--- config.mk ---
export PLATFORM = sky130hd
export DESIGN_NAME = o_feature_store_flat
export DESIGN_NICKNAME = d
export VERILOG_FILES = /design/src/rtl/tproc_pkg.sv /design/src/rtl/o_feature_store_if.sv /design/src/rtl/o_feature_store_skid.sv /design/src/rtl/o_feature_store.sv /design/src/flat_wrapper.sv
export SDC_FILE = /design/constraint.sdc
export NUM_CORES = 1
export LEC_CHECK = 0
export ABC_AREA = 1
export ABC_CLOCK_PERIOD_IN_PS = 9300
export BUFFER_PORTS_ARGS = -buffer_cell sky130_fd_sc_hd__buf_2
export CAP_MARGIN = 5
export CORE_MARGIN = 1.5
export CORE_UTILIZATION = 50
export CTS_CLUSTER_SIZE = 24
export DETAILED_ROUTE_END_ITERATION = 16
export GPL_TIMING_DRIVEN = 0
export PLACE_DENSITY = 0.81
export SETUP_SLACK_MARGIN = 0.2
export SYNTH_ARGS = -nofsm -noshare
export SYNTH_HDL_FRONTEND = slang
export SYNTH_SLANG_ARGS = --single-unit
--- constraint.sdc ---
create_clock -name clk -period 9.3 [get_ports clk]
set_input_delay 1.86 -clock clk [delete_from_list [all_inputs] [get_ports clk]]
set_output_delay 1.86 -clock clk [all_outputs]
set_load 0.02 [all_outputs]
--- src/rtl/tproc_pkg.sv ---
// Shared definitions for the tile processor datapath: store FSM states,
// default tile geometry and lane packing of a buffer word.
package tproc_pkg;

    typedef enum logic [1:0] {
        STORE_IDLE  = 2'd0,
        STORE_READ  = 2'd1,
        STORE_DRAIN = 2'd2,
        STORE_DONE  = 2'd3
    } store_state_e;

    localparam int COL_MAX_DEF = 4;
    localparam int ROW_MAX_DEF = 3;
    localparam int LANE_W      = 16;
    localparam int LANES       = 8;

endpackage

--- src/rtl/o_feature_store_if.sv ---
// External write port of the feature store: valid/ready word writes with
// address. The store engine is the master, the memory side is the slave.
interface o_feature_store_if
    import tproc_pkg::*;
#(
    parameter int DATA_W = LANES * LANE_W
);
    logic              ext_wr_en;
    logic [15:0]       ext_wr_addr;
    logic [DATA_W-1:0] ext_wr_data;
    logic              ext_wr_ready;

    modport master (
        output ext_wr_en,
        output ext_wr_addr,
        output ext_wr_data,
        input  ext_wr_ready
    );

    modport slave (
        input  ext_wr_en,
        input  ext_wr_addr,
        input  ext_wr_data,
        output ext_wr_ready
    );
endinterface

--- src/rtl/o_feature_store_skid.sv ---
// Two-entry fall-through FIFO between buffer read data and the external write
// port; an empty FIFO passes its input straight to the output in the same cycle.
module store_skid_buf #(
    parameter int W = 144
) (
    input  logic         clk,
    input  logic         rst,
    input  logic         in_valid,
    input  logic [W-1:0] in_data,
    output logic         out_valid,
    output logic [W-1:0] out_data,
    input  logic         out_ready,
    output logic [1:0]   occ
);
    logic [W-1:0] mem [2];
    logic         wr_ptr;
    logic         rd_ptr;
    logic         push;
    logic         pop;
    logic         empty;

    assign empty     = (occ == 2'd0);
    assign out_valid = !empty || in_valid;
    assign out_data  = empty ? in_data : mem[rd_ptr];
    assign pop       = out_ready && !empty;
    // A word that arrives into an empty FIFO and is accepted at once never lands in storage.
    assign push      = in_valid && !(empty && out_ready);

    always_ff @(posedge clk) begin
        if (rst) begin
            occ    <= 2'd0;
            wr_ptr <= 1'b0;
            rd_ptr <= 1'b0;
        end else begin
            if (push) begin
                wr_ptr <= ~wr_ptr;
            end
            if (pop) begin
                rd_ptr <= ~rd_ptr;
            end
            occ <= occ + 2'(push) - 2'(pop);
        end
    end

    always_ff @(posedge clk) begin
        if (push) begin
            mem[wr_ptr] <= in_data;
        end
    end
endmodule

--- src/rtl/o_feature_store.sv ---
// Writeback engine draining the output feature buffer to external memory with
// tile addressing and bank toggling. Optional lane ReLU: O_FEATURE_STORE_RELU_EN.
module o_feature_store
    import tproc_pkg::*;
#(
    parameter int DATA_W  = 128,
    parameter int COL_MAX = COL_MAX_DEF,
    parameter int ROW_MAX = ROW_MAX_DEF
) (
    input  logic              clk,
    input  logic              rst,
    input  logic              store_enable,
    input  logic [7:0]        src_addr,
    input  logic [15:0]       dst_addr,
    input  logic [7:0]        mem_sel,
    input  logic [7:0]        store_counter,
    output logic              buf_rd_en,
    output logic [14:0]       buf_rd_addr,
    output logic              buf_sel,
    input  logic [DATA_W-1:0] buf_rd_data,
    o_feature_store_if.master wr,
    output logic              store_busy,
    output logic              store_done
);
    localparam logic [3:0] COL_LAST = 4'(COL_MAX);
    localparam logic [3:0] ROW_LAST = 4'(ROW_MAX);
    localparam int         SKID_W   = 16 + DATA_W;

    store_state_e      state;
    store_state_e      state_nxt;
    logic [7:0]        rd_addr_p0;
    logic [7:0]        rd_cnt;
    logic [7:0]        wr_cnt;
    logic [7:0]        n_words;
    logic              rd_issue;
    logic              credit_ok;
    logic              start;
    logic              xfer;
    logic              vld_p1;
    logic [15:0]       wa_p1;
    logic [DATA_W-1:0] data_p1;
    logic              skid_vld;
    logic [SKID_W-1:0] skid_out;
    logic [1:0]        skid_occ;
    logic              unused_mem_sel;

    assign unused_mem_sel = ^mem_sel[7:1];

    function automatic logic [7:0] next_tile_addr(input logic [7:0] a);
        logic [3:0] col;
        logic [3:0] row;
        col = a[3:0];
        row = a[7:4];
        if (col == COL_LAST) begin
            col = 4'd0;
            row = (row == ROW_LAST) ? 4'd0 : row + 4'd1;
        end else begin
            col = col + 4'd1;
        end
        return {row, col};
    endfunction

    function automatic logic tile_wraps(input logic [7:0] a);
        return (a[3:0] == COL_LAST) && (a[7:4] == ROW_LAST);
    endfunction

`ifdef O_FEATURE_STORE_RELU_EN
    function automatic logic [DATA_W-1:0] relu_lanes(input logic [DATA_W-1:0] d);
        logic [DATA_W-1:0]        r;
        logic signed [LANE_W-1:0] lane;
        r = d;
        for (int i = 0; i < DATA_W / LANE_W; i++) begin
            lane = d[i*LANE_W +: LANE_W];
            r[i*LANE_W +: LANE_W] = (lane < 0) ? '0 : lane;
        end
        return r;
    endfunction

    assign data_p1 = relu_lanes(buf_rd_data);
`else
    assign data_p1 = buf_rd_data;
`endif

    assign start     = (state == STORE_IDLE) && store_enable;
    assign n_words   = (store_counter == 8'd0) ? 8'd1 : store_counter;
    assign xfer      = wr.ext_wr_en && wr.ext_wr_ready;
    // Reads in flight plus parked words may never exceed the two skid slots.
    assign credit_ok = ({1'b0, skid_occ} + {2'b00, vld_p1}) < 3'd2;

    always_comb begin
        state_nxt = state;
        rd_issue  = 1'b0;
        case (state)
            STORE_IDLE: begin
                if (store_enable) begin
                    state_nxt = STORE_READ;
                end
            end
            STORE_READ: begin
                rd_issue = credit_ok && (rd_cnt != 8'd0);
                if (rd_issue && (rd_cnt == 8'd1)) begin
                    state_nxt = STORE_DRAIN;
                end
            end
            STORE_DRAIN: begin
                if ((wr_cnt == 8'd0) || ((wr_cnt == 8'd1) && xfer)) begin
                    state_nxt = STORE_DONE;
                end
            end
            STORE_DONE: begin
                state_nxt = STORE_IDLE;
            end
            default: begin
                state_nxt = STORE_IDLE;
            end
        endcase
    end

    // p0: read issue and tile address walk
    always_ff @(posedge clk) begin
        if (rst) begin
            state      <= STORE_IDLE;
            rd_addr_p0 <= 8'd0;
            buf_sel    <= 1'b0;
            rd_cnt     <= 8'd0;
            wr_cnt     <= 8'd0;
            vld_p1     <= 1'b0;
            wa_p1      <= 16'd0;
        end else begin
            state  <= state_nxt;
            vld_p1 <= rd_issue;
            if (start) begin
                rd_addr_p0 <= src_addr;
                buf_sel    <= mem_sel[0];
                rd_cnt     <= n_words;
                wr_cnt     <= n_words;
                wa_p1      <= dst_addr;
            end else begin
                if (rd_issue) begin
                    rd_cnt     <= rd_cnt - 8'd1;
                    rd_addr_p0 <= next_tile_addr(rd_addr_p0);
                    if (tile_wraps(rd_addr_p0)) begin
                        buf_sel <= ~buf_sel;
                    end
                end
                if (xfer) begin
                    wr_cnt <= wr_cnt - 8'd1;
                end
                if (vld_p1) begin
                    wa_p1 <= wa_p1 + 16'd1;
                end
            end
        end
    end

    // p1: returned buffer word paired with its external address
    store_skid_buf #(
        .W (SKID_W)
    ) u_skid (
        .clk       (clk),
        .rst       (rst),
        .in_valid  (vld_p1),
        .in_data   ({wa_p1, data_p1}),
        .out_valid (skid_vld),
        .out_data  (skid_out),
        .out_ready (wr.ext_wr_ready),
        .occ       (skid_occ)
    );

    assign buf_rd_en      = rd_issue;
    assign buf_rd_addr    = {7'd0, rd_addr_p0};
    assign wr.ext_wr_en   = skid_vld;
    assign wr.ext_wr_addr = skid_vld ? skid_out[SKID_W-1 -: 16] : 16'd0;
    assign wr.ext_wr_data = skid_vld ? skid_out[DATA_W-1:0] : '0;
    assign store_busy     = (state == STORE_READ) || (state == STORE_DRAIN);
    assign store_done     = (state == STORE_DONE);
endmodule
--- src/flat_wrapper.sv ---
// flat-port wrapper written by rule: the top's interface ports become plain ports
module o_feature_store_flat import tproc_pkg::*;
#(
    parameter int DATA_W  = 128,
    parameter int COL_MAX = COL_MAX_DEF,
    parameter int ROW_MAX = ROW_MAX_DEF
)
  (clk, rst, store_enable, src_addr, dst_addr, mem_sel, store_counter, buf_rd_en, buf_rd_addr, buf_sel, buf_rd_data, store_busy, store_done, wr_ext_wr_en, wr_ext_wr_addr, wr_ext_wr_data, wr_ext_wr_ready);
  o_feature_store_if #(.DATA_W(DATA_W)) wr_i ();
  input  logic clk;
  input  logic rst;
  input  logic store_enable;
  input  logic [7:0] src_addr;
  input  logic [15:0] dst_addr;
  input  logic [7:0] mem_sel;
  input  logic [7:0] store_counter;
  output logic buf_rd_en;
  output logic [14:0] buf_rd_addr;
  output logic buf_sel;
  input  logic [DATA_W-1:0] buf_rd_data;
  output logic store_busy;
  output logic store_done;
  output wire logic [$bits(wr_i.ext_wr_en)-1:0] wr_ext_wr_en;
  output wire logic [$bits(wr_i.ext_wr_addr)-1:0] wr_ext_wr_addr;
  output wire logic [$bits(wr_i.ext_wr_data)-1:0] wr_ext_wr_data;
  input wire logic [$bits(wr_i.ext_wr_ready)-1:0] wr_ext_wr_ready;
  assign wr_ext_wr_en = wr_i.ext_wr_en;
  assign wr_ext_wr_addr = wr_i.ext_wr_addr;
  assign wr_ext_wr_data = wr_i.ext_wr_data;
  assign wr_i.ext_wr_ready = wr_ext_wr_ready;
  o_feature_store #(.DATA_W(DATA_W), .COL_MAX(COL_MAX), .ROW_MAX(ROW_MAX)) u_core (.clk(clk), .rst(rst), .store_enable(store_enable), .src_addr(src_addr), .dst_addr(dst_addr), .mem_sel(mem_sel), .store_counter(store_counter), .buf_rd_en(buf_rd_en), .buf_rd_addr(buf_rd_addr), .buf_sel(buf_sel), .buf_rd_data(buf_rd_data), .wr(wr_i), .store_busy(store_busy), .store_done(store_done));
endmodule
# Word-level counts from Yosys, hierarchy flattened
# Memories as Yosys holds them, arrays and structs flattened. A register that Yosys moved wholly into a read port is not among the register bits.
# Index checks and enable logic that the tools add are counted.
[word_totals]
reg_bits = 48
ram_bits = 288
output_inout_bits = 164
wordCells = 88
memories = 1
[classes]
n_addsub = 8
order_cmp = 1
eq_ne = 10
muxes = 27
n_bitwise = 3
n_reduce_logical = 27
[mem_list]
columns = ["memory", "words", "width", "rd", "rd_clocked_by_memory_dff", "write_ports", "line", "text"]
rows = [
  ["u_core.u_skid.mem", 2, 144, 1, 1, 1, "o_feature_store_skid.sv:15", "logic [W-1:0] mem [2];"],
]
[op_table]
columns = ["operator", "count"]
rows = [
  ["144-bit 2-to-1 mux", 1],
  ["128-bit 2-to-1 mux", 1],
  ["8-bit 2-to-1 mux", 7],
  ["16-bit 2-to-1 mux", 3],
  ["16-bit by 1-bit adder with 16-bit output (second input constant)", 1],
  ["8-bit by 1-bit == test with 1-bit output (second input constant)", 2],
  ["8-bit logical NOT", 2],
  ["8-bit by 1-bit subtractor with 8-bit output (second input constant)", 2],
  ["4-bit 2-to-1 mux", 3],
  ["2-bit nonzero test", 5],
  ["1-bit logical AND", 9],
  ["4-bit by 1-bit adder with 4-bit output (second input constant)", 2],
  ["1-bit 2-to-1 mux", 8],
  ["2-bit case mux with 4 select lines", 1],
  ["8-bit nonzero test", 1],
  ["2-bit 2-to-1 mux", 3],
  ["2-bit == test (second input constant)", 2],
  ["4-bit by 2-bit == test with 1-bit output (second input constant)", 1],
  ["4-bit by 3-bit == test with 1-bit output (second input constant)", 1],
  ["2-bit logical NOT", 2],
  ["2-bit by 1-bit inequality test with 1-bit output (second input constant)", 2],
  ["2-bit AND reduction", 2],
  ["2-bit by 1-bit adder with 3-bit output", 1],
  ["1-bit logical OR", 3],
  ["other kinds (8)", 11],
]

# Depth between registers and ports, before layout
# Gate-level depths: netlist of run 1.
[depth]
word_depth = 8
depth_mapped = 11
mapped_depth_nobuf = 11

# Cells and area by module
# Synthesis of run 1 repeated with hierarchy kept, for this count alone.
[hier_totals]
cells_unflattened = 1890
area_unflattened_um2 = 16512.1
[modules_own_cells]
columns = ["mod", "n_inst", "cells_each", "area_each_um2"]
rows = [
  ["store_skid_buf", 1, 1112, 12363.1],
  ["o_feature_store", 1, 778, 4149.0],
]

# Least setup slack after synthesis of run 1
# No wires, ideal clock.
[synth_path]
path_type = "input to register"
startpoint = "input port wr_ext_wr_ready"
endpoint = "memory u_core.u_skid.mem[1][0] (enable)"
setup_time_ns = 0.650
t_arrival_ns = 8.107
required_time_ns = 8.650
setup_slack_ns = 0.542
stages = 3
cell_sequence = "a21oi_1 -> inv_1 -> nor2_1"
[synth_via]
elab_chain_cells = 5
[synth_rtl]
columns = ["item", "line", "text"]
rows = [
  ["start: declaration", "flat_wrapper.sv:26", "input wire logic [$bits(wr_i.ext_wr_ready)-1:0] wr_ext_wr_ready;"],
  ["1-bit logical AND", "o_feature_store_skid.sv:27", "assign push = in_valid && !(empty && out_ready);"],
  ["1-bit logical NOT", "o_feature_store_skid.sv:27", ""],
  ["1-bit logical AND", "o_feature_store_skid.sv:27", ""],
  ["1-bit 2-to-1 mux", "o_feature_store_skid.sv:46", "if (push) begin"],
  ["1-bit 2-to-1 mux (not written as such)", "o_feature_store_skid.sv:47", "mem[wr_ptr] <= in_data;"],
  ["end: declaration", "o_feature_store_skid.sv:15", ""],
]
# No other way between the ends.

# Final worst setup path of run 1
[layout_path]
startpoint = "input port buf_rd_data[12]"
endpoint = "output port wr_ext_wr_data[12]"
[layout_via]
elab_chain_cells = 2
[layout_rtl]
columns = ["item", "line", "text"]
rows = [
  ["start: declaration", "flat_wrapper.sv:20", "input logic [DATA_W-1:0] buf_rd_data;"],
  ["144-bit 2-to-1 mux", "o_feature_store_skid.sv:24", "assign out_data = empty ? in_data : mem[rd_ptr];"],
  ["128-bit 2-to-1 mux", "o_feature_store.sv:174", "assign wr.ext_wr_data = skid_vld ? skid_out[DATA_W-1:0] : '0;"],
  ["end: declaration", "flat_wrapper.sv:25", "output wire logic [$bits(wr_i.ext_wr_data)-1:0] wr_ext_wr_data;"],
]
# No other way between the ends.

==> flow_metrics.py, run 1 <==
metrics = {
    "status": {
        "status": "completed",
    },
    "floorplan": {
        "die_h_um": 179,
        "initial_core_util_pct": 50.9,
        "die_area_um2": 32200,
        "fp.coreArea_um2": 30600,
        "pin_count": 336,
        "rows": 64,
        "fp.dieW_um": 179,
    },
    "layout": {
        "final_area_um2": 19100,
        "syn_to_final_growth_pct": 22.7,
        "drive_gt1_share_pct": 24.4,
        "fillers": 2382,
        "final_nets": 2120,
        "fin_util_pct": 62.4,
    },
    "synthesis": {
        "yosysTopAreaCellShare_pct": 55.6,
        "synth_xor_area_share_pct": 0.619,
        "yosysMostFrequentCell": "nand2_1",
        "synth-edff-count": 288,
        "synth_compound_area_share_pct": 10.5,
        "syn_inst": 1559,
        "synthFlopType": "edfxtp_1",
        "synthAdderAreaFrac_pct": 1.37,
        "yosys-top-cells-count": "nand2_1 (381), edfxtp_1 (288), inv_1 (187)",
        "synthArstFlopShare_pct": 0,
        "synth.largest_area_cell": "edfxtp_1",
        "postSynthAreaPerCell_um2": 9.98,
        "ys_ff_latch": 337,
        "synth_cell_types": 38,
        "synthSimpleGateAreaFrac_pct": 17.7,
        "synth_seq_area_share_pct": 61.9,
        "yosysWarnings": 0,
        "synth_mux_area_share_pct": 0,
        "synth_top_family_by_area": "simple AND/OR/NAND/NOR gates",
        "netlist_area_um2": 15600,
        "synthTopCellsByArea": "edfxtp_1 (56%), nand2_1 (9.2%), o211ai_1 (6.4%)",
    },
    "global_routing": {
        "grt_overflow": 0,
        "grt_max_degree": 34,
        "grt_pass1_vias": 12000,
        "grt_usage_pct": 24.5,
        "grt_pass1_wl_um": 61500,
        "antenna_found_initial": 6,
    },
    "clock_network": {
        "cts-hold-fix-buffers": 0,
        "clock_insertion_delay_worst_skew_ns": 0.52,
        "h-tree-depth": 2,
        "cts_buffers": 35,
        "cts_resized": 0,
        "clock-sinks": 337,
        "postCtsSetupRepairBufs": 0,
        "clk_pin_slew_ns": 0.06,
        "cts_tree": "yes",
        "cts_root_buffer": "clkbuf_16",
        "cts_buffer_depth": 3,
    },
    "detailed_routing": {
        "drt_pre_antenna_iters": 6,
        "wl_per_cell_um": 17.4,
        "drtIter0Drc": 1174,
        "drtAntennaViolNets": 0,
        "via_per_inst": 5.42,
        "wirelength_um": 41200,
        "drc": 0,
        "num_vias": 12800,
    },
    "setup_path": {
        "cpPeakStageDelay_ns": 0.25,
        "cp_slowest_cell": "o211ai_1",
        "arrival_ns": 2.50,
        "crit_path_cell_trace": "buf_2 > o211ai_1 > inv_1 > buf_2",
        "path_max_fanout": 3,
        "cp-start-kind": "primary input",
        "cpMostUsedCell": "buf_2",
        "crit_family": "buffers and inverters",
        "crit_buf_inv": 3,
        "cp-end-kind": "primary output",
        "worstSetupPathType": "primary input to primary output",
        "worstPathRequired_ns": 7.44,
    },
    "sta": {
        "fin_hold_ws_ns": 0.456,
        "min_period_ns": 4.36,
        "slew_viol_final": 0,
        "rsz0062_at_grt": "false",
        "setup_viol": 0,
        "fin_setup_tns_ns": 0,
        "worstMarginPinSlew_ns": 0.989,
        "relSlewSlack_pct": 33.9,
        "post-route-period-util_pct": 46.8,
        "clock_skew_ns": 0.0194,
        "final_hold_viol_count": 0,
        "max_freq_mhz": 230,
    },
    "pwr": {
        "power_per_cell_area_nw_per_um2": 326,
        "leakage_nw": 8.48,
        "irDropWorstVdd_v": 0.000174,
        "finalPower_mw": 6.22,
    },
    "run": {
        "cap_violations": 0,
    },
    "place": {
        "dpl.hpwl_um": 29200,
        "placed_cell_area_um2": 17900,
        "place.gp.congestion": 0.884,
        "port_buffers": 321,
    },
    "min_path": {
        "min_path_type": "flip-flop to flip-flop",
    },
}
-- cell usage in the layout (no fill, tap or decap), drive strengths merged, types with 4 or more instances in the layout --
master    instances
nand3           168
conb              7
xor2              8
clkinvlp          4
a31oi             5
clkbuf           73
nor3              5
nand2           385
o21ai            52
nand4            13
o211ai          133
buf             394
clkinv           14
a21oi            33
edfxtp          288
inv             196
o22ai            14
diode             7
dfxtp            49
nor2             82
bufinv            4
ha               17
-- layer usage --
layer | GRT usage, % | routed length [µm] | vias to the layer above
met3 | 5.38 | 3840 | 101
li1 | - | - | 6114
met2 | 42.0 | 19900 | 590
met4 | 9.81 | 1470 | 0
met1 | 30.3 | 15900 | 5985
met5 | 0 | 0 | -
-- worst paths after layout --
path	depth (start not counted)	endpoint	slack (ns)	start
worst min register to register	1	u_core.u_skid.rd_ptr	0.46	u_core.u_skid.rd_ptr
worst max register to register	7	u_core.u_skid.mem[1][80]	6.73	u_core.vld_p1
worst min-delay path	1	u_core.u_skid.rd_ptr	0.46	u_core.u_skid.rd_ptr
worst max-delay path	4	wr_ext_wr_data[12]	4.94	buf_rd_data[12]
-- through the flow --
step,std cells,setup WS (ns)
3_5_place_dp,2290,4.92
4_1_cts,2354,4.91
3_3_place_gp,2282,-2.70
2_1_floorplan,1565,0.542
6_report,2361,4.94
5_1_grt,2358,4.86
-- worst reg2reg max path: stages (launching register included) --
cell and delay [ns]:
dfxtp_1 0.31, buf_4 0.18, inv_2 0.12, a21oi_1 0.17
inv_1 0.14, nor2_4 0.77, buf_12 0.31, buf_12 0.26
-- final cells by class --
| class | instances | area [µm²] | share of cell area [%] |
|---|---|---|---|
| Clock inverter | 24 | 255 | 1.34 |
| Antenna cell | 7 | 17.5 | 0.0918 |
| Inverter | 194 | 729 | 3.82 |
| Timing Repair Buffer | 329 | 1780 | 9.33 |
| Buffer | 99 | 494 | 2.59 |
| Tap cell | 396 | 495 | 2.60 |
| Clock buffer | 40 | 947 | 4.96 |
| Sequential cell | 337 | 9630 | 50.4 |
| Multi-Input combinational cell | 935 | 4740 | 24.8 |
-- state kept, by name (all words and copies together) (netlist names), named ones only --
name / count
u_core.state: 2
u_core.u_skid.rd_ptr: 1
u_core.u_skid.wr_ptr: 1
u_core.rd_cnt: 8
u_core.vld_p1: 1
u_core.u_skid.mem: 288
u_core.wa_p1: 16
u_core.u_skid.occ: 2
u_core.wr_cnt: 8
u_core.rd_addr_p0: 8
u_core.buf_sel: 1
-- cell families after synthesis --
logic type,after synthesis
xor gates and xnor gates,11
DFF,337
and+or+nand+nor,654
AOI/OAI and AO/OA,246
buffers and inverters,293
adders and majority gates,17
other,1
-- power breakdown --
group          internal (mW)  switching (mW)  total (mW)
logic                  0.880            1.99        2.87
registers               1.81           0.101        1.91
clock network          0.853           0.588        1.44
Power figures use the tool's default switching activity.
==> run 2, diff against run 1 <==
--- a/config.mk
+++ b/config.mk
@@ -6,7 +6,7 @@
 export NUM_CORES = 1
 export LEC_CHECK = 0
 export ABC_AREA = 1
-export ABC_CLOCK_PERIOD_IN_PS = 9300
+export ABC_CLOCK_PERIOD_IN_PS = 3500
 export BUFFER_PORTS_ARGS = -buffer_cell sky130_fd_sc_hd__buf_2
 export CAP_MARGIN = 5
 export CORE_MARGIN = 1.5
@@ -14,7 +14,7 @@
 export CTS_CLUSTER_SIZE = 24
 export DETAILED_ROUTE_END_ITERATION = 16
 export GPL_TIMING_DRIVEN = 0
-export PLACE_DENSITY = 0.81
+export PLACE_DENSITY = 0.84
 export SETUP_SLACK_MARGIN = 0.2
 export SYNTH_ARGS = -nofsm -noshare
 export SYNTH_HDL_FRONTEND = slang
==> constraint.sdc (replaced) <==
create_clock -name clk -period 3.5 [get_ports clk]
set_input_delay 0.7 -clock clk [delete_from_list [all_inputs] [get_ports clk]]
set_output_delay 0.7 -clock clk [all_outputs]
set_load 0.02 [all_outputs]
==> flow_metrics.py, run 2 (synthesis gave the netlist of run 1 again) <==
metrics = {
    "clock_network": {
        "cts_root_buffer": "clkbuf_16",
        "cts_tree": "yes",
        "clk_pin_slew_ns": 0.07,
        "clock_insertion_delay_worst_skew_ns": 0.51,
        "cts_buffers": 34,
        "cts_buffer_depth": 3,
        "clock-sinks": 337,
        "cts-hold-fix-buffers": 0,
        "cts_resized": 0,
        "postCtsSetupRepairBufs": 0,
        "h-tree-depth": 2,
    },
    "place": {
        "port_buffers": 321,
        "dpl.hpwl_um": 29000,
        "dp_cells": 2290,
        "place.gp.congestion": 0.894,
        "dp_slack_ns": 0.784,
    },
    "setup_path": {
        "worstPathRequired_ns": 2.80,
        "worstSetupPathType": "flip-flop to primary output",
        "cp-start-kind": "flip-flop",
        "arrival_ns": 2.45,
        "cp-end-kind": "primary output",
        "path_max_fanout": 10,
    },
    "sta": {
        "min_period_ns": 3.15,
        "rsz0062_at_grt": "false",
        "relSlewSlack_pct": 34.3,
        "final_hold_viol_count": 0,
        "post-route-period-util_pct": 90.1,
        "setup_viol": 0,
        "max_freq_mhz": 317,
        "fin_ws_ns": 0.346,
        "slew_viol_final": 0,
        "worstMarginPinSlew_ns": 0.983,
        "clock_skew_ns": 0.0238,
    },
    "detailed_routing": {
        "drc": 0,
        "drtIter0Drc": 1101,
        "wl_per_cell_um": 17.1,
        "drtAntennaViolNets": 0,
        "wirelength_um": 40400,
        "num_vias": 12800,
        "via_per_inst": 5.44,
        "drt_pre_antenna_iters": 6,
    },
    "layout": {
        "final_common_cell": "nand2_1",
        "largest_reg_flops": 288,
        "top_register": "u_core.u_skid.mem",
        "mostFrequentLayoutCells": "nand2_1 (381), buf_2 (373), edfxtp_1 (288)",
        "fin_util_pct": 62.0,
        "final_nets": 2119,
        "multi_input_area_um2": 4750,
        "syn_to_final_growth_pct": 21.9,
        "instances_no_fill": 2358,
        "drive_gt1_share_pct": 24.2,
        "fillers": 2419,
        "seqCellArea_um2": 9630,
        "largestRegisters": "u_core.u_skid.mem (288), u_core.wa_p1 (16)",
    },
    "floorplan": {
        "pin_count": 336,
        "fp.coreArea_um2": 30600,
        "initial_core_util_pct": 50.9,
        "rows": 64,
        "fp.dieW_um": 179,
        "die_h_um": 179,
        "die_area_um2": 32200,
    },
    "pwr": {
        "leakage_nw": 8.40,
        "irDropWorstVdd_v": 0.000456,
        "power_per_cell_area_nw_per_um2": 850,
    },
    "status": {
        "status": "completed",
    },
    "global_routing": {
        "grt_usage_pct": 24.2,
        "antenna_found_initial": 10,
        "grt_pass1_wl_um": 60600,
        "grt_pass1_vias": 12100,
        "grt_max_degree": 35,
        "grt_overflow": 0,
    },
    "run": {
        "cap_violations": 0,
    },
    "min_path": {
        "min_path_type": "primary input to flip-flop",
    },
}
==> run 2: cell count changes in the layout (fill, tap and decap cells not counted), sizes merged <==
| cell | delta |
|---|---|
| bufinv | -2 |
| inv | -2 |
| diode | +2 |
| clkbuf | -2 |
| clkinvlp | +1 |
==> run 2: worst paths after layout <==
path | startpoint | to | slack [ns] | depth (start not counted)
min reg2reg | u_core.u_skid.rd_ptr | u_core.u_skid.rd_ptr | 0.46 | 1
max reg2reg | u_core.vld_p1 | u_core.u_skid.mem[0][89] | 0.99 | 7
min | buf_rd_data[117] | u_core.u_skid.mem[0][117] | 0.40 | 1
max | u_core.vld_p1 | wr_ext_wr_data[115] | 0.35 | 8
==> run 2: area by class of cell <==
| type | instances | area share, % |
|---|---|---|
| clock inverters | 21 | 0.911 |
| clock buffers | 38 | 4.73 |
| flip-flops and latches | 337 | 50.8 |
| well taps | 396 | 2.61 |
| diodes | 9 | 0.119 |
| inverters | 194 | 3.85 |
| repair buffers | 329 | 9.32 |
| plain buffers | 99 | 2.61 |
| multi-input cells | 935 | 25.1 |
==> run 2: routing by layer <==
layer	share of wire, %	track usage, %	wire length [µm]
met1	38	29.4	15400
met2	49	41.6	19700
met3	9.0	5.17	3620
met4	4.2	10.7	1680
met5	0.027	0	11
==> run 2: worst max-delay path, cell delays in order (launching register included) <==
cell	delay, ns
dfxtp_1	0.31
buf_4	0.18
inv_2	0.13
nand2_2	0.21
buf_2	0.39
buf_2	0.31
o211ai_1	0.16
inv_1	0.08
buf_2	0.16
==> run 2: power breakdown <==
group	total, mW	internal [mW]	switching [mW]
clock network	3.48	2.00	1.47
registers	5.08	4.81	0.267
logic	7.57	2.33	5.23
==> run 2: per-stage QoR <==
step | setup TNS [ns] | cell area [µm²] | hold WS (ns) | total power [mW]
finish | 0 | 19000 | 0.401 | 16.1
global route | 0 | 19000 | 0.384 | 17.1
CTS | 0 | 18900 | 0.382 | 16.2
detailed placement | 0 | 17900 | 0.446 | 12.7
global placement | -315.97 | 17700 | 0.437 | 12.5
floorplan | 0 | 15600 | 0.426 | 10.2
==> run 3, diff against run 2 <==
--- a/config.mk
+++ b/config.mk
@@ -9,6 +9,7 @@
 export ABC_CLOCK_PERIOD_IN_PS = 3500
 export BUFFER_PORTS_ARGS = -buffer_cell sky130_fd_sc_hd__buf_2
 export CAP_MARGIN = 5
+export CORE_ASPECT_RATIO = 0.5
 export CORE_MARGIN = 1.5
 export CORE_UTILIZATION = 50
 export CTS_CLUSTER_SIZE = 24
==> flow_metrics.py, run 3 (synthesis gave the netlist of run 1 again) <==
metrics = {
    "layout": {
        "final_common_cell": "nand2_1",
        "drive_gt1_share_pct": 24.4,
        "largest_reg_flops": 288,
        "fin_util_pct": 62.8,
        "syn_to_final_growth_pct": 22.9,
        "largestRegisters": "u_core.u_skid.mem (288), u_core.wa_p1 (16)",
        "final_nets": 2118,
        "mostFrequentLayoutCells": "nand2_1 (381), buf_2 (372), edfxtp_1 (288)",
        "fillers": 2400,
        "top_register": "u_core.u_skid.mem",
    },
    "clock_network": {
        "clock-sinks": 337,
        "cts_root_buffer": "clkbuf_16",
        "h-tree-depth": 1,
        "clock_insertion_delay_worst_skew_ns": 0.58,
        "cts_buffers": 31,
        "cts_buffer_depth": 3,
        "clk_pin_slew_ns": 0.07,
        "cts_tree": "yes",
        "cts-hold-fix-buffers": 0,
    },
    "min_path": {
        "min_path_cells": 1,
        "min_path_type": "primary input to flip-flop",
        "min_from": "buf_rd_data[52]",
        "worst_hold_path.endpoint": "u_core.u_skid.mem[0][52]",
    },
    "setup_path": {
        "worstSetupPathType": "flip-flop to primary output",
        "r2r-start": "u_core.vld_p1",
        "r2r_cells": 8,
        "critPathLaunch": "u_core.u_skid.occ[0]",
        "arrival_ns": 2.40,
        "timing.rr.end": "u_core.u_skid.mem[1][53]",
        "r2r_setup_slack_ns": 1.04,
        "cp_slowest_cell": "dfxtp_1",
        "path_max_fanout": 10,
        "cpPeakStageDelay_ns": 0.42,
        "cpMostUsedCell": "buf_2",
        "worstPathRequired_ns": 2.80,
        "crit_path_cell_trace": "nor2_4 > inv_2 > buf_2 > buf_2 > o21ai_0 > o22ai_1 > buf_2",
        "cp-end-kind": "primary output",
        "cp-start-kind": "flip-flop",
    },
    "pwr": {
        "leakage_nw": 8.47,
        "power_per_cell_area_nw_per_um2": 863,
        "irDropWorstVdd_v": 0.000532,
    },
    "floorplan": {
        "fp.dieW_um": 252,
        "die_area_um2": 32200,
        "pin_count": 336,
        "initial_core_util_pct": 51.1,
        "rows": 45,
        "die_h_um": 128,
        "fp.coreArea_um2": 30500,
    },
    "global_routing": {
        "grt_max_degree": 33,
        "grt_usage_pct": 25.0,
        "antenna_found_initial": 13,
        "grt_overflow": 0,
        "grt_pass1_vias": 12000,
        "grt_pass1_wl_um": 63600,
    },
    "sta": {
        "worstMarginPinSlew_ns": 0.791,
        "setup_viol": 0,
        "min_period_ns": 3.10,
        "slew_viol_final": 0,
        "relSlewSlack_pct": 47.1,
        "clock_skew_ns": 0.0125,
        "max_freq_mhz": 322,
        "rsz0062_at_grt": "false",
        "final_hold_viol_count": 0,
        "post-route-period-util_pct": 88.7,
        "fin_hold_ws_ns": 0.323,
    },
    "place": {
        "dpl.hpwl_um": 29500,
        "place.gp.congestion": 0.914,
        "port_buffers": 321,
    },
    "detailed_routing": {
        "wirelength_um": 41300,
        "drt_pre_antenna_iters": 6,
        "via_per_inst": 5.40,
        "drc": 0,
        "drtAntennaViolNets": 0,
        "drtIter0Drc": 887,
        "num_vias": 12900,
        "wl_per_cell_um": 17.3,
    },
    "run": {
        "cap_violations": 0,
    },
    "status": {
        "status": "completed",
    },
}
[run 3: cell count changes in the layout (fill, tap and decap cells not counted), moves of 3 or more]
cell	delta
clkinv_1	-3
diode_2	+3
clkbuf_16	-4
bufinv_16	+6
clkinvlp_4	-3
clkbuf_2	+4
[run 3: layer usage]
metal | up-vias | track usage, % | part of all wire (%)
met4 | 2 | 10.0 | 4.1
met5 | - | 0 | 0.031
met3 | 113 | 2.82 | 5.9
met1 | 6150 | 32.2 | 40
li1 | 6109 | - | -
met2 | 520 | 43.5 | 50
[run 3: final cells by class]
cell class	count	area (µm²)	share of cell area [%]
Timing Repair Buffer	331	1820	9.53
Multi-Input combinational cell	935	4750	24.9
Inverter	194	729	3.82
Sequential cell	337	9630	50.4
Clock inverter	20	314	1.64
Clock buffer	38	812	4.25
Buffer	99	502	2.62
Antenna cell	12	30.0	0.157
Tap cell	423	529	2.77
[run 3: report_power, final]
| part | internal, mW | switching [mW] | leakage (nW) |
|---|---|---|---|
| sequential | 4.81 | 0.267 | 3.01 |
| combinational | 2.35 | 5.33 | 4.92 |
| clock | 2.25 | 1.51 | 0.546 |
[run 3: metrics by stage]
| stage | TNS [ns] | area, µm² | power (mW) | instances | worst slack [ns] |
|---|---|---|---|---|---|
| after floorplan | 0 | 15600 | 10.2 | 1565 | 0.0451 |
| after global placement | -363.64 | 17700 | 12.6 | 2309 | -1.30 |
| after detailed placement | 0 | 18000 | 12.8 | 2319 | 0.772 |
| after CTS | 0 | 19100 | 16.5 | 2377 | 0.274 |
| after global routing | 0 | 19100 | 17.5 | 2387 | 0.214 |
| final | 0 | 19100 | 16.5 | 2389 | 0.397 |
[run 3: repair_timing]
action,4_1_cts,5_1_grt
buffers inserted,0,0
resized for setup,0,9
setup endpoints to repair,0,26
[run 3: worst max path at each step]
stage                     cells past startpoint                  endpoint  slack (ns)
after global placement                        4  u_core.u_skid.mem[1][56]       -1.30
after detailed placement                      7  u_core.u_skid.mem[1][74]        0.77
final                                         7         wr_ext_wr_addr[3]        0.40
after CTS                                     7        wr_ext_wr_addr[12]        0.27
after floorplan                               3   u_core.u_skid.mem[1][0]        0.05
after global routing                          9        wr_ext_wr_data[98]        0.21
[run 3: worst max-delay path: cells and delay by family, from the launching register on]
kind | cells | cell delay, ns
DFF | 1 | 0.42
and+or+nand+nor | 1 | 0.11
AOI/OAI and AO/OA | 2 | 0.38
buffers and inverters | 4 | 0.92
